$ cat src/rtl/lut_cfg_pkg.sv
// lut_cfg_pkg: shared state encoding and frame-size helpers for the LUT configuration loader
package lut_cfg_pkg;

    typedef enum logic [2:0] {IDLE, LOAD, CHECK, DONE, ERROR} state_e;

    localparam int DEF_LUT_INPUTS = 4;
    localparam int INIT_W = 2 ** DEF_LUT_INPUTS;

    function automatic int frame_w(input int num_luts, input int lut_inputs);
        return num_luts * (2 ** lut_inputs);
    endfunction

endpackage

$ cat src/rtl/lut_cfg_shifter.sv
// lut_cfg_shifter: shadow shift register, saturating bit counter and parity accumulator (parity when LUT_CFG_PARITY_EN)
module lut_cfg_shifter #(
    parameter int FRAME_W = 64,
    parameter int CW      = $clog2(FRAME_W + 1)
) (
    input  logic               clk_i,
    input  logic               rst_i,
    input  logic               clear_i,
    input  logic               shift_en_i,
    input  logic               bit_i,
    output logic [FRAME_W-1:0] shadow_o,
`ifdef LUT_CFG_PARITY_EN
    output logic               parity_o,
`endif
    output logic [CW-1:0]      count_o
);

    logic [FRAME_W-1:0] shadow_q, shadow_d;
    logic [CW-1:0]      count_q, count_d;
`ifdef LUT_CFG_PARITY_EN
    logic               parity_q, parity_d;
`endif

    // Next-state: shift in at the LSB, count saturates at FRAME_W, clear wins over shift
    always_comb begin
        shadow_d = clear_i ? '0 : shift_en_i ? {shadow_q[FRAME_W-2:0], bit_i} : shadow_q;
        count_d  = clear_i ? '0 : (shift_en_i && count_q != CW'(FRAME_W)) ? count_q + 1'b1 : count_q;
`ifdef LUT_CFG_PARITY_EN
        parity_d = clear_i ? 1'b0 : parity_q ^ (shift_en_i & bit_i);
`endif
    end

    // State registers with synchronous reset
    always_ff @(posedge clk_i) begin
        if (rst_i) begin
            shadow_q <= '0;
            count_q  <= '0;
`ifdef LUT_CFG_PARITY_EN
            parity_q <= 1'b0;
`endif
        end else begin
            shadow_q <= shadow_d;
            count_q  <= count_d;
`ifdef LUT_CFG_PARITY_EN
            parity_q <= parity_d;
`endif
        end
    end

    // Next-cycle shadow is exported so a commit on the final data edge captures that edge's bit;
    // while no shift is happening it equals the registered shadow.
    assign shadow_o = shadow_d;
    assign count_o  = count_q;
`ifdef LUT_CFG_PARITY_EN
    assign parity_o = parity_q;
`endif

endmodule

$ cat src/rtl/lut_config_loader.sv
// lut_config_loader: serial loader committing a bank of LUT INIT masks atomically (parity check when LUT_CFG_PARITY_EN)
module lut_config_loader
    import lut_cfg_pkg::*;
#(
    parameter int NUM_LUTS   = 4,
    parameter int LUT_INPUTS = 4
) (
    input  logic                                  clk_i,
    input  logic                                  rst_i,
    input  logic                                  start_i,
    input  logic                                  cfg_bit_i,
    input  logic                                  cfg_valid_i,
    output logic                                  cfg_ready_o,
    output logic [NUM_LUTS*(2**LUT_INPUTS)-1:0]   lut_init_o,
    output logic                                  busy_o,
    output logic                                  cfg_done_o,
    output logic                                  cfg_err_o
);

    localparam int FW = frame_w(NUM_LUTS, LUT_INPUTS);
    localparam int CW = $clog2(FW + 1);

    state_e          state_q, state_d;
    logic [FW-1:0]   lut_q, lut_d, shadow;
    logic [CW-1:0]   count;
    logic            busy, xfer, last, clear, shift_en, commit;
`ifdef LUT_CFG_PARITY_EN
    logic            parity, par_bad;
`endif

    assign busy     = (state_q == LOAD) || (state_q == CHECK);
    assign xfer     = cfg_valid_i && busy;
    assign last     = count == CW'(FW - 1);
    assign clear    = start_i && (state_q inside {IDLE, DONE, ERROR});
    assign shift_en = xfer && (state_q == LOAD);
`ifdef LUT_CFG_PARITY_EN
    assign par_bad  = parity ^ cfg_bit_i;
`endif

    lut_cfg_shifter #(.FRAME_W(FW), .CW(CW)) u_shifter (
        .clk_i      (clk_i),
        .rst_i      (rst_i),
        .clear_i    (clear),
        .shift_en_i (shift_en),
        .bit_i      (cfg_bit_i),
        .shadow_o   (shadow),
`ifdef LUT_CFG_PARITY_EN
        .parity_o   (parity),
`endif
        .count_o    (count)
    );

    // Next state and commit strobe; START only matters in the idle-like states
    always_comb begin
        state_d = state_q;
        commit  = 1'b0;
        case (state_q)
            IDLE, DONE, ERROR: state_d = start_i ? LOAD : state_q;
`ifdef LUT_CFG_PARITY_EN
            LOAD:  state_d = (shift_en && last) ? CHECK : LOAD;
            CHECK: begin
                state_d = xfer ? (par_bad ? ERROR : DONE) : CHECK;
                commit  = xfer && !par_bad;
            end
`else
            LOAD: begin
                state_d = (shift_en && last) ? DONE : LOAD;
                commit  = shift_en && last;
            end
`endif
            default: state_d = IDLE;
        endcase
        lut_d = commit ? shadow : lut_q;
    end

    // FSM state and committed LUT masks; reset aborts any frame and clears the masks
    always_ff @(posedge clk_i) begin
        if (rst_i) begin
            state_q <= IDLE;
            lut_q   <= '0;
        end else begin
            state_q <= state_d;
            lut_q   <= lut_d;
        end
    end

    assign cfg_ready_o = busy;
    assign busy_o      = busy;
    assign cfg_done_o  = state_q == DONE;
    assign lut_init_o  = lut_q;
`ifdef LUT_CFG_PARITY_EN
    assign cfg_err_o   = state_q == ERROR;
`else
    assign cfg_err_o   = 1'b0;
`endif

endmodule

$ cat config.mk
export PLATFORM = sky130hd
export DESIGN_NAME = lut_config_loader
export DESIGN_NICKNAME = d
export VERILOG_FILES = /design/src/rtl/lut_cfg_pkg.sv /design/src/rtl/lut_cfg_shifter.sv /design/src/rtl/lut_config_loader.sv
export SDC_FILE = /design/constraint.sdc
export NUM_CORES = 1
export LEC_CHECK = 0
export ABC_AREA = 0
export CAP_MARGIN = 20
export CORE_MARGIN = 3
export CORE_UTILIZATION = 30
export CTS_CLUSTER_SIZE = 25
export DETAILED_ROUTE_END_ITERATION = 7
export DONT_BUFFER_PORTS = 1
export PLACE_DENSITY_LB_ADDON = 0.05
export REMOVE_ABC_BUFFERS = 1
export SYNTH_ARGS = -nofsm -noshare
export SYNTH_HDL_FRONTEND = slang
export SYNTH_SLANG_ARGS = --single-unit
export TNS_END_PERCENT = 50
$ cat constraint.sdc
create_clock -name clk_i -period 1.6 [get_ports clk_i]
set_input_delay 0.16 -clock clk_i [delete_from_list [all_inputs] [get_ports clk_i]]
set_output_delay 0.16 -clock clk_i [all_outputs]
set_load 0.05 [all_outputs]
Word level (Yosys, flattened, before mapping)
Cells that the tools add are included.
- register bits: 138
- input bits: 5
- output and inout port bits: 68
- word-level logic and storage cells: 28
- add/sub/neg operators: 1
- eq/ne operators: 7
- muxes and demuxes: 6
- reductions and logical operators: 10
- operators by type and width (cell ; count):
    $mux 64 ; 2
    $add 7x1->7 const B ; 1
    $eq 7x6->1 const B ; 1
    $ne 7x7->1 const B ; 1
    $eq 3x2->1 const B ; 2
    $pmux 3 s2 ; 1
    $logic_and 1x1->1 ; 5
    $eq 3x1->1 const B ; 1
    $eq 3x3->1 const B ; 1
    $logic_not 3->1 ; 1
    $mux 3 ; 1
    $reduce_bool 3->1 ; 1
    $reduce_or 3->1 ; 1
    $mux 2 ; 1
    $ne 2x2->1 const B ; 1
    $reduce_or 2->1 ; 1
    $logic_or 1x1->1 ; 1
    $mux 1 ; 1

Depth between registers and ports, before layout
Gate-level depths: netlist (run 1).
- word-level depth: 7
- mapped depth: 7
- gate-level depth less buffers: 5

Modules after synthesis
A second synthesis (run 1) with hierarchy kept.
- cell total of the unflattened synthesis: 628
- area total of the unflattened synthesis: 6078.3 um^2
- by module, submodules not included (module ; times used ; cells each ; area an instance (um^2) ; seq. area each (um^2)):
    lut_config_loader ; 1 ; 300 ; 3049.2 ; 1321.3
    lut_cfg_shifter ; 1 ; 328 ; 3029.2 ; 1421.4

Worst setup path before layout (run 1)
Ideal clock, no wire load.
- kind: register to output
- start point: register state_q[0]
- end point: output cfg_ready_o
- data arrival time: 1352 ps
- required time: 1440 ps
- setup slack: 88 ps
- cell stages (with the launch flop): 5
- buffers on the path: 1
- cells stage by stage: dfxtp_1 > inv_1 > ha_1 > inv_1 > buf_4
- cells in the longest elaborated chain, start to end: 2
- elaborated cells between the ends (all ways): 3
- classes of those cells: 2 x eq/ne; 1 x reduce/logical
- RTL lines (what ; line ; source):
    start: declaration ; lut_config_loader.sv:23 ; state_e state_q, state_d;
    start signal: assignment ; lut_config_loader.sv:82 ; state_q <= state_d;
    $eq 3x1->1 or $eq 3x2->1 (tied branches) ; lut_config_loader.sv:31 ; assign busy = (state_q == LOAD) || (state_q == CHECK);
    $logic_or 1x1->1 (*) ; lut_config_loader.sv:31 ;
    end: declaration ; lut_config_loader.sv:13 ; output logic cfg_ready_o,
Every way passes the cells marked *; elsewhere a longest branch is shown, timed or not.

Final worst setup path (run 1)
- start point: register state_q[0]
- end point: register u_shifter.count_q[5], in the netlist u_shifter.count_o[5]
- cells in the longest elaborated chain, start to end: 5
- elaborated cells between the ends (all ways): 12
- classes of those cells: 4 x eq/ne; 8 x reduce/logical
- RTL lines (what ; line ; source):
    branches (longest 5 deep; another with $eq 3x2->1) ; -- ;
    end signal: assignment ; lut_cfg_shifter.sv:43 ; count_q <= count_d;
    end: declaration ; lut_cfg_shifter.sv:19 ; logic [CW-1:0] count_q, count_d;
Several ways; the timed one is not identified.
A chain may end at the register's enable or synchronous reset.

==> results of run 1 <==
[worst max-delay path: stages, from the launching register on]
cell                      delay (ns)
sky130_fd_sc_hd__dfxtp_4        0.35
sky130_fd_sc_hd__buf_12         0.10
sky130_fd_sc_hd__ha_4           0.21
sky130_fd_sc_hd__buf_12         0.14
sky130_fd_sc_hd__nand2_4        0.06
sky130_fd_sc_hd__or4_1          0.51
sky130_fd_sc_hd__a21oi_1        0.15
[registers in the layout, summed over array words and instances (netlist names)]
signal	cells
lut_init_o	64
u_shifter.shadow_q	64
u_shifter.count_o	7
state_q	2
[worst paths after layout]
path,end,start,depth (start not counted),slack (ns)
worst max register to register,u_shifter.count_o[5],state_q[0],6,0.007
worst max-delay path,u_shifter.count_o[5],state_q[0],6,0.007
worst min register to register,lut_init_o[18],lut_init_o[18],2,0.47
worst min-delay path,u_shifter.count_o[3],rst_i,3,0.05
[routing by layer]
layer	vias up	share of wire	wire length, um	GRT usage
li1	2279	-	-	-
met2	98	0.43	6557	0.2230
met5	-	0	0	0
met3	23	0.058	876	0.05190
met4	0	0.028	425	0.06221
met1	2175	0.48	7239	0.1862
[cells by family (layout without fill, tap and decap cells)]
group | after synthesis | in the layout | synth area share
other | 1 | 1 | 0.0006822
AO/OA/AOI/OAI | 207 | 207 | 0.2356
adder cells (fa/ha/maj) | 5 | 5 | 0.01138
buffers and inverters | 72 | 100 | 0.06010
AND/OR/NAND/NOR | 216 | 216 | 0.1896
flip-flops | 137 | 137 | 0.4990
multiplexers | 2 | 2 | 0.003642
[power by group]
group	internal (W)	switching, W
Clock	0.00252	0.00149
Combinational	0.000115	0.000217
Sequential	0.00342	0.00000334
Total	0.00606	0.00171
[layout make-up]
class | count | share of cell area
Tap cell | 225 | 0.04146
Inverter | 8 | 0.004791
Multi-Input combinational cell | 431 | 0.3623
Clock inverter | 12 | 0.02193
Clock buffer | 20 | 0.06726
Sequential cell | 137 | 0.4046
Timing Repair Buffer | 60 | 0.09766
[metrics by stage]
stage	area [sq um]	power, W	TNS [ns]
floorplan	5196	0.003614	-234.11
global placement	5982	0.003741	-0.05829
detailed placement	5982	0.003745	-0.7165
CTS	6671	0.007865	0
global route	6790	0.008063	-1.635
finish	6790	0.007768	0
[cell usage after synthesis, drive strengths merged]
cell and n:
a2111oi 1, inv 8, nor2 65, and4b 1
dfxtp 137, clkbuf 42, nand4b 1, nor4b 1
and2 1, conb 1, nand4 1, a21boi 64
a211oi 1, and3 64, ha 5, a21o 1
or3 2, o22ai 64, or4 1, nor2b 1
or2 1, a31o 1, a21oi 7, o21ai 66
nand2 72, o31ai 2, and4 1, nand3 3
buf 22, mux2i 2, nand2b 1
[repair_timing]
action / 4_1_cts / 5_1_grt
cloned: 0 / 4
setup endpoints to repair: 59 / 37
resized for setup: 11 / 28
endpoints found under the hold margin: 67 / 0
pin swaps: 2 / 1
setup buffers: 1 / 3
hold buffers: 3 / 0
[placed cells by master, fill, tap and decap left out, drive strengths merged, types with 2 or more instances in the layout]
cell and count:
bufinv 3, mux2i 2, nand2 72, and3 64, or3 2, a21oi 7, inv 8, dfxtp 137
ha 5, o22ai 64, clkbuf 22, nand3 3, nor2 65, o31ai 2, a21boi 64, buf 56
dlygate4sd3 2, clkinv 8, o21ai 66
==> results list, run 1 <==
- Antenna viol nets, final: 0
- DR pass1 iterations: 4
* Static power due to leakage: 2.708 nW
- Min Tclk post-route: 1.593 ns
* Post-synthesis instance area: 5497 sq um
- Detailed router's first-iteration violation count: 333
* Starting density of the core: 0.3124
- The critical path in this run is classified as flip-flop to flip-flop.
- The initial antenna violation count is 0.
* Count of final max-slew check failures: 0
* Flip-flop and latch area: 2748 sq um
- Setup repair after global routing could not meet its margin everywhere.
- Worst IR Drop VDD: 0.0006855 V
- The floorplan step set the die width to 141.4 um.
* Fin util: 0.3859
- During synthesis, Yosys emitted a total of 0 warnings.
* Row count: 48
- Count of unique library cells instantiated by Yosys: 38
* Post-synth top area share: 0.4990
- In this run the tool buffered the top-level ports with 0 buffer cells.
- Of the cells placed in the final design, the portion with a size suffix greater than 1 is 0.1572.
- Crit path max fanout: 5
- The worst path meets setup with 0.006525 ns of slack.
* Filler Cells Inserted: 1842
- The congestion estimate from routability-driven global placement came to 0.7290.
* Tightest slew margin relative to the limit: 0.6291
* Clock latency at the later pin of the worst-skew pair: between 0.4 and 0.5 ns
- Overall fraction of global-route tracks in use: 0.1458
* Mean post-synth cell area: between 8 and 9 sq um
* Non-filler instance count after layout: 893
- Final hold slack: 0.04546 ns
- Worst setup slack after placement: -0.04391 ns
* Number of endpoints failing setup at the final stage: 0
- STA classifies the critical path startpoint as a flip-flop.
- After detailed routing, the number of vias per cell comes to 5.123.
* Min-delay worst type: input port to flip-flop
* Core Footprint: between 15000 and 20000 sq um
- In the final layout, the multi-input gates occupy 2460 sq um.
- Power spread over the standard cell area amounts to roughly 1100 nW/um^2.
* Critical Path AT: 1.95 ns
* Maximum frequency from static timing analysis: about 630 MHz
- Total wire length: between 15000 and 20000 um
* Number of antenna repair diodes: 0
- The number of placed instances, taps included, is 851.
- Final period utilization: 0.9959
- Once detailed placement completed, the half-perimeter wirelength came to 7824 um.
- Clock skew on the completed layout was measured at 0.01581 ns.
- The die covers 19980 sq um.
* Total clock buffers created by CTS: 17
* Clock Tree Buf Depth: 2
* Area growth, synth to finish: 23.54%
- Result of the run: completed
- Number of global-route vias before repair: 4370
- DR DRC count: 0
* Pin count of the biggest net entering global routing: 133
- Portion of the post-synthesis area used by sequential elements: 0.4990
- Total of flip-flops plus latches after synthesis: around 140
* Total number of clock tree sinks: 137
- Final routed wire length divided by cell count: 16.91 um
- Clock Root Buffer: sky130_fd_sc_hd__clkbuf_16
- Crit. End Element: flip-flop
- Synthesis produced a netlist whose cell count is 640.
- After synthesis, the cell types taking the most area are sky130_fd_sc_hd__dfxtp_1 50%, sky130_fd_sc_hd__a21boi_0 8.7%, sky130_fd_sc_hd__and3_1 7.3%.
* Worst-margin pin slew: 0.5556 ns
* Count of pins on the block boundary: 73
- Max-cap violations in this run came to 0.
- Across all layers, the routed design uses 4575 vias.
- CTS tree: done
- Remaining global-route overflow: 0
- After clock tree synthesis, the clock-pin slew on the worst setup and hold paths is approximately 0.060 ns.
- Nets: 665
* Library cell with the largest summed area after synthesis: sky130_fd_sc_hd__dfxtp_1
* H-tree depth: 4
* Die Ht: 141.4 um
- Final count of hold timing violations: 0
- Wire length of the first global-routing pass: 23400 um
- Required @ worst endpoint: 1.95 ns
No activity file was read; power rests on OpenSTA's default activity.
==> inputs of run 2 (changes only) <==
HOLD_SLACK_MARGIN = 0.02   (was unset)
==> run 2 against run 1 <==
The run now ends with setup timing left. Maximum frequency down 1.1%. Register-to-register slack worse by 0.02 ns. Utilization unchanged. Clock-buffer cell count unchanged. Non-clock buffer count unchanged. Die area unchanged. Sequential power about the same. Routed wire length down 0.68%. Worst setup slack worse by 0.017 ns. First-iteration DRC count down 9.3%. Highest routed layer unchanged.
==> results list, run 2 (same netlist as run 1, synthesis figures left out) <==
- Result of the run: finished, violations left
* Violations in the final reports: setup timing
* Count of pins on the block boundary: 73 (unchanged)
- CTS tree: done
* Clock Root Buffer: sky130_fd_sc_hd__clkbuf_16
- Cell-internal power: 0.006056 W (about the same)
* Number of vias per cell after detailed routing: 5.129 (+0.11%)
- The overflow left after global routing was 0 (unchanged).
- The width of the die was 141.4 um (unchanged).
- The source-to-sink clock delay at the later pin of the worst-skew pair was 0.42 ns (about the same).
- Final count of hold timing violations: 0 (unchanged)
- The share of the clock period used by the worst path came to 1.007 (+0.01074).
- The longest individual stage delay on the worst path came to 0.53 ns (+0.02 ns).
* Switching power: 0.001713 W (about the same)
- The minimum period implied by the final worst setup slack was 1.611 ns (+0.01719 ns).
- Leaving out fill and tap cells, the most frequent cell in the layout is sky130_fd_sc_hd__dfxtp_1.
* Detailed router's first-iteration violation count: 302 (-9.3%)
* Starting density of the core: 0.3124 (unchanged)
- The setup skew after layout was 0.01221 ns (-0.003600 ns).
- The total via count in the routed design is 4580 (+0.11%).
- Count of final max-slew check failures: 0 (unchanged)
* Share of final-layout standard cells stronger than drive strength 1: 0.1572 (unchanged)
- Worst setup slack after placement: -0.04391 ns (unchanged)
- The required time at the endpoint of the critical path came to 1.95 ns (about the same).
- The post-detailed-route count of antenna-violating nets came to 0 (unchanged).
* Min-delay worst type: input port to flip-flop
- The signal arrival time at the worst endpoint came to 1.96 ns (about the same).
* Static power due to leakage: 2.708 nW (unchanged)
- Number of global-route vias before repair: 4392 (+0.50%)
* Most frequent cells in the layout: 135 x sky130_fd_sc_hd__dfxtp_1, 70 x sky130_fd_sc_hd__nand2_1, 65 x sky130_fd_sc_hd__nor2_1
- The switching portion of total power is 0.2205 (about the same).
* Standard cell with the maximum stage delay on the critical path: sky130_fd_sc_hd__or4_1
* Crit path max fanout: 5 (unchanged)
- The layout overhead on the synthesized area is 23.54% (unchanged).
* Total of buffers placed on input and output ports: 0 (unchanged)
* Total half-perimeter wirelength after legalization and detailed placement: 7824 um (unchanged)
* CP Launch Point: state_q[0]
* Overall fraction of global-route tracks in use: 0.1448 (-0.0009930)
* Max-Cap Viols: 0 (unchanged)
* Global placement routability congestion: 0.7290 (unchanged)
- Total clock buffers created by CTS: 17 (unchanged)
- The relative max-transition margin was 0.6208 (-0.008316).
* Core Footprint: 17600 sq um (unchanged)
- The logic gate share of total power came to 0.043 (about the same).
* H-tree depth: 4 (unchanged)
* Total number of clock tree sinks: 137 (unchanged)
* Critical R2R Launch: state_q[0]
* Number of buffer and inverter stages on the critical path: 2 (unchanged)
- The number of nets in the finished design came to 665 (unchanged).
* Placed insts: 851 (unchanged)
* RSZ-0062 raised after global routing: yes
* Filler Cells Inserted: 1842 (unchanged)
- The maximum frequency from static timing analysis is 620.9 MHz (-1.1%).
- Number of antenna repair diodes: 0 (unchanged)
* Kind of critical path: flip-flop to flip-flop
* Clock group share of total power: 0.517 (about the same)
* Power density relative to cell area: 1144 nW/um^2 (about the same)
- The largest net degree at the start of global routing was 132 (-0.75%).
* Total wire length: 15000 um (-0.68%)
* Clock input transition at the sequential cells of the worst setup and hold paths: 0.06 ns (about the same)
- The setup-violating endpoint count in the final report was 1 (+1).
- Die Ht: 141.4 um (unchanged)
- The register share of total power came to 0.440 (about the same).
* Antenna violations before repair: 0 (unchanged)
- Total die area: 19980 sq um (unchanged)
- Traced cell by cell, the critical path runs through buf_12, ha_4, buf_12, nand2_4, or4_1, a21oi_1.
- The number of iterations in the first detailed-routing pass is 4 (unchanged).
- Row count: 48 (unchanged)
* Crit path setup slack, layout: -0.01066 ns (-0.01719 ns)
- The worst hold path begins at rst_i.
- Broken down by cell family, the worst path's largest delay share belongs to simple AND/OR/NAND/NOR gates.
- Final routed wire length divided by cell count: 16.79 um (-0.68%)
* Worst IR Drop VDD: 0.0006837 V (-0.27%)
- Crit. End Element: flip-flop
- The final cell count without fillers is 893 (unchanged).
- Worst-margin pin slew: 0.5680 ns (+0.01246 ns)
- DR DRC count: 0 (unchanged)
* Wire length of the first global-routing pass: 23290 um (-0.44%)
- Most frequent CP cell: sky130_fd_sc_hd__buf_12
- Clock Tree Buf Depth: 2 (unchanged)
- The worst setup path is launched from a flip-flop.
## run 2: cell counts in the layout (fill, tap and decap cells not counted)
No cell type changed its count.
## run 2: layout make-up
| type | instances | area, sq um | share of cell area |
|---|---|---|---|
| Sequential cell | 137 | 2748 | 0.4046 |
| Clock buffer | 20 | 456.7 | 0.06726 |
| Clock inverter | 12 | 148.9 | 0.02193 |
| Multi-Input combinational cell | 431 | 2460 | 0.3623 |
| Tap cell | 225 | 281.5 | 0.04146 |
| Timing Repair Buffer | 60 | 663.1 | 0.09766 |
| Inverter | 8 | 32.53 | 0.004791 |
## run 2: metal layers
layer	global-route usage	vias to the layer above	share of wire
met5	0	-	0
met4	0.05864	0	0.024
met3	0.04752	24	0.051
met2	0.2247	87	0.44
met1	0.1860	2192	0.48
li1	-	2277	-
## run 2: what timing repair did
| item | 4_1_cts | 5_1_grt |
|---|---|---|
| endpoints found under the hold margin | 68 | 0 |
| resized for setup | 11 | 28 |
| pin swaps | 2 | 1 |
| cloned | 0 | 4 |
| buffers inserted | 1 | 3 |
| hold buffers | 3 | 0 |
| setup endpoints to repair | 59 | 37 |
## run 2: path summary, 6_finish.rpt
path / to / slack [ns] / cells after the start
min: u_shifter.count_o[3] / 0.05 / 3
min reg2reg: lut_init_o[58] / 0.47 / 2
max reg2reg: u_shifter.count_o[5] / -0.01 / 6
max: u_shifter.count_o[5] / -0.01 / 6
## run 2: power by group through the flow
| stage | logic [W] | registers [W] | clock network, W |
|---|---|---|---|
| after detailed placement | 0.000249 | 0.00350 | 0 |
| after global routing | 0.000358 | 0.00342 | 0.00429 |
| after floorplan | 0.000119 | 0.00349 | 0 |
| after global placement | 0.000246 | 0.00350 | 0 |
| final | 0.000332 | 0.00342 | 0.00402 |
| after CTS | 0.000304 | 0.00342 | 0.00414 |
## run 2: worst reg2reg max path, delay by kind of cell (launching register included)
| kind | cells | cell delay, ns |
|---|---|---|
| AO/OA/AOI/OAI | 1 | 0.15 |
| adder cells (fa/ha/maj) | 1 | 0.21 |
| buffers and inverters | 2 | 0.24 |
| flip-flops | 1 | 0.35 |
| AND/OR/NAND/NOR | 2 | 0.59 |
## run 2: per-stage QoR
| step | TNS (ns) | cell area [sq um] | power, W | hold WS [ns] | utilization |
|---|---|---|---|---|---|
| floorplan | -234.11 | 5196 | 0.003614 | 0.2291 | - |
| global placement | -0.05829 | 5982 | 0.003741 | 0.2505 | 0.3399 |
| detailed placement | -0.7165 | 5982 | 0.003745 | 0.2489 | 0.3399 |
| CTS | 0 | 6671 | 0.007864 | 0.04091 | 0.3791 |
| global route | -1.644 | 6790 | 0.008062 | 0.04546 | 0.3859 |
| finish | -0.01066 | 6790 | 0.007770 | 0.04628 | 0.3859 |
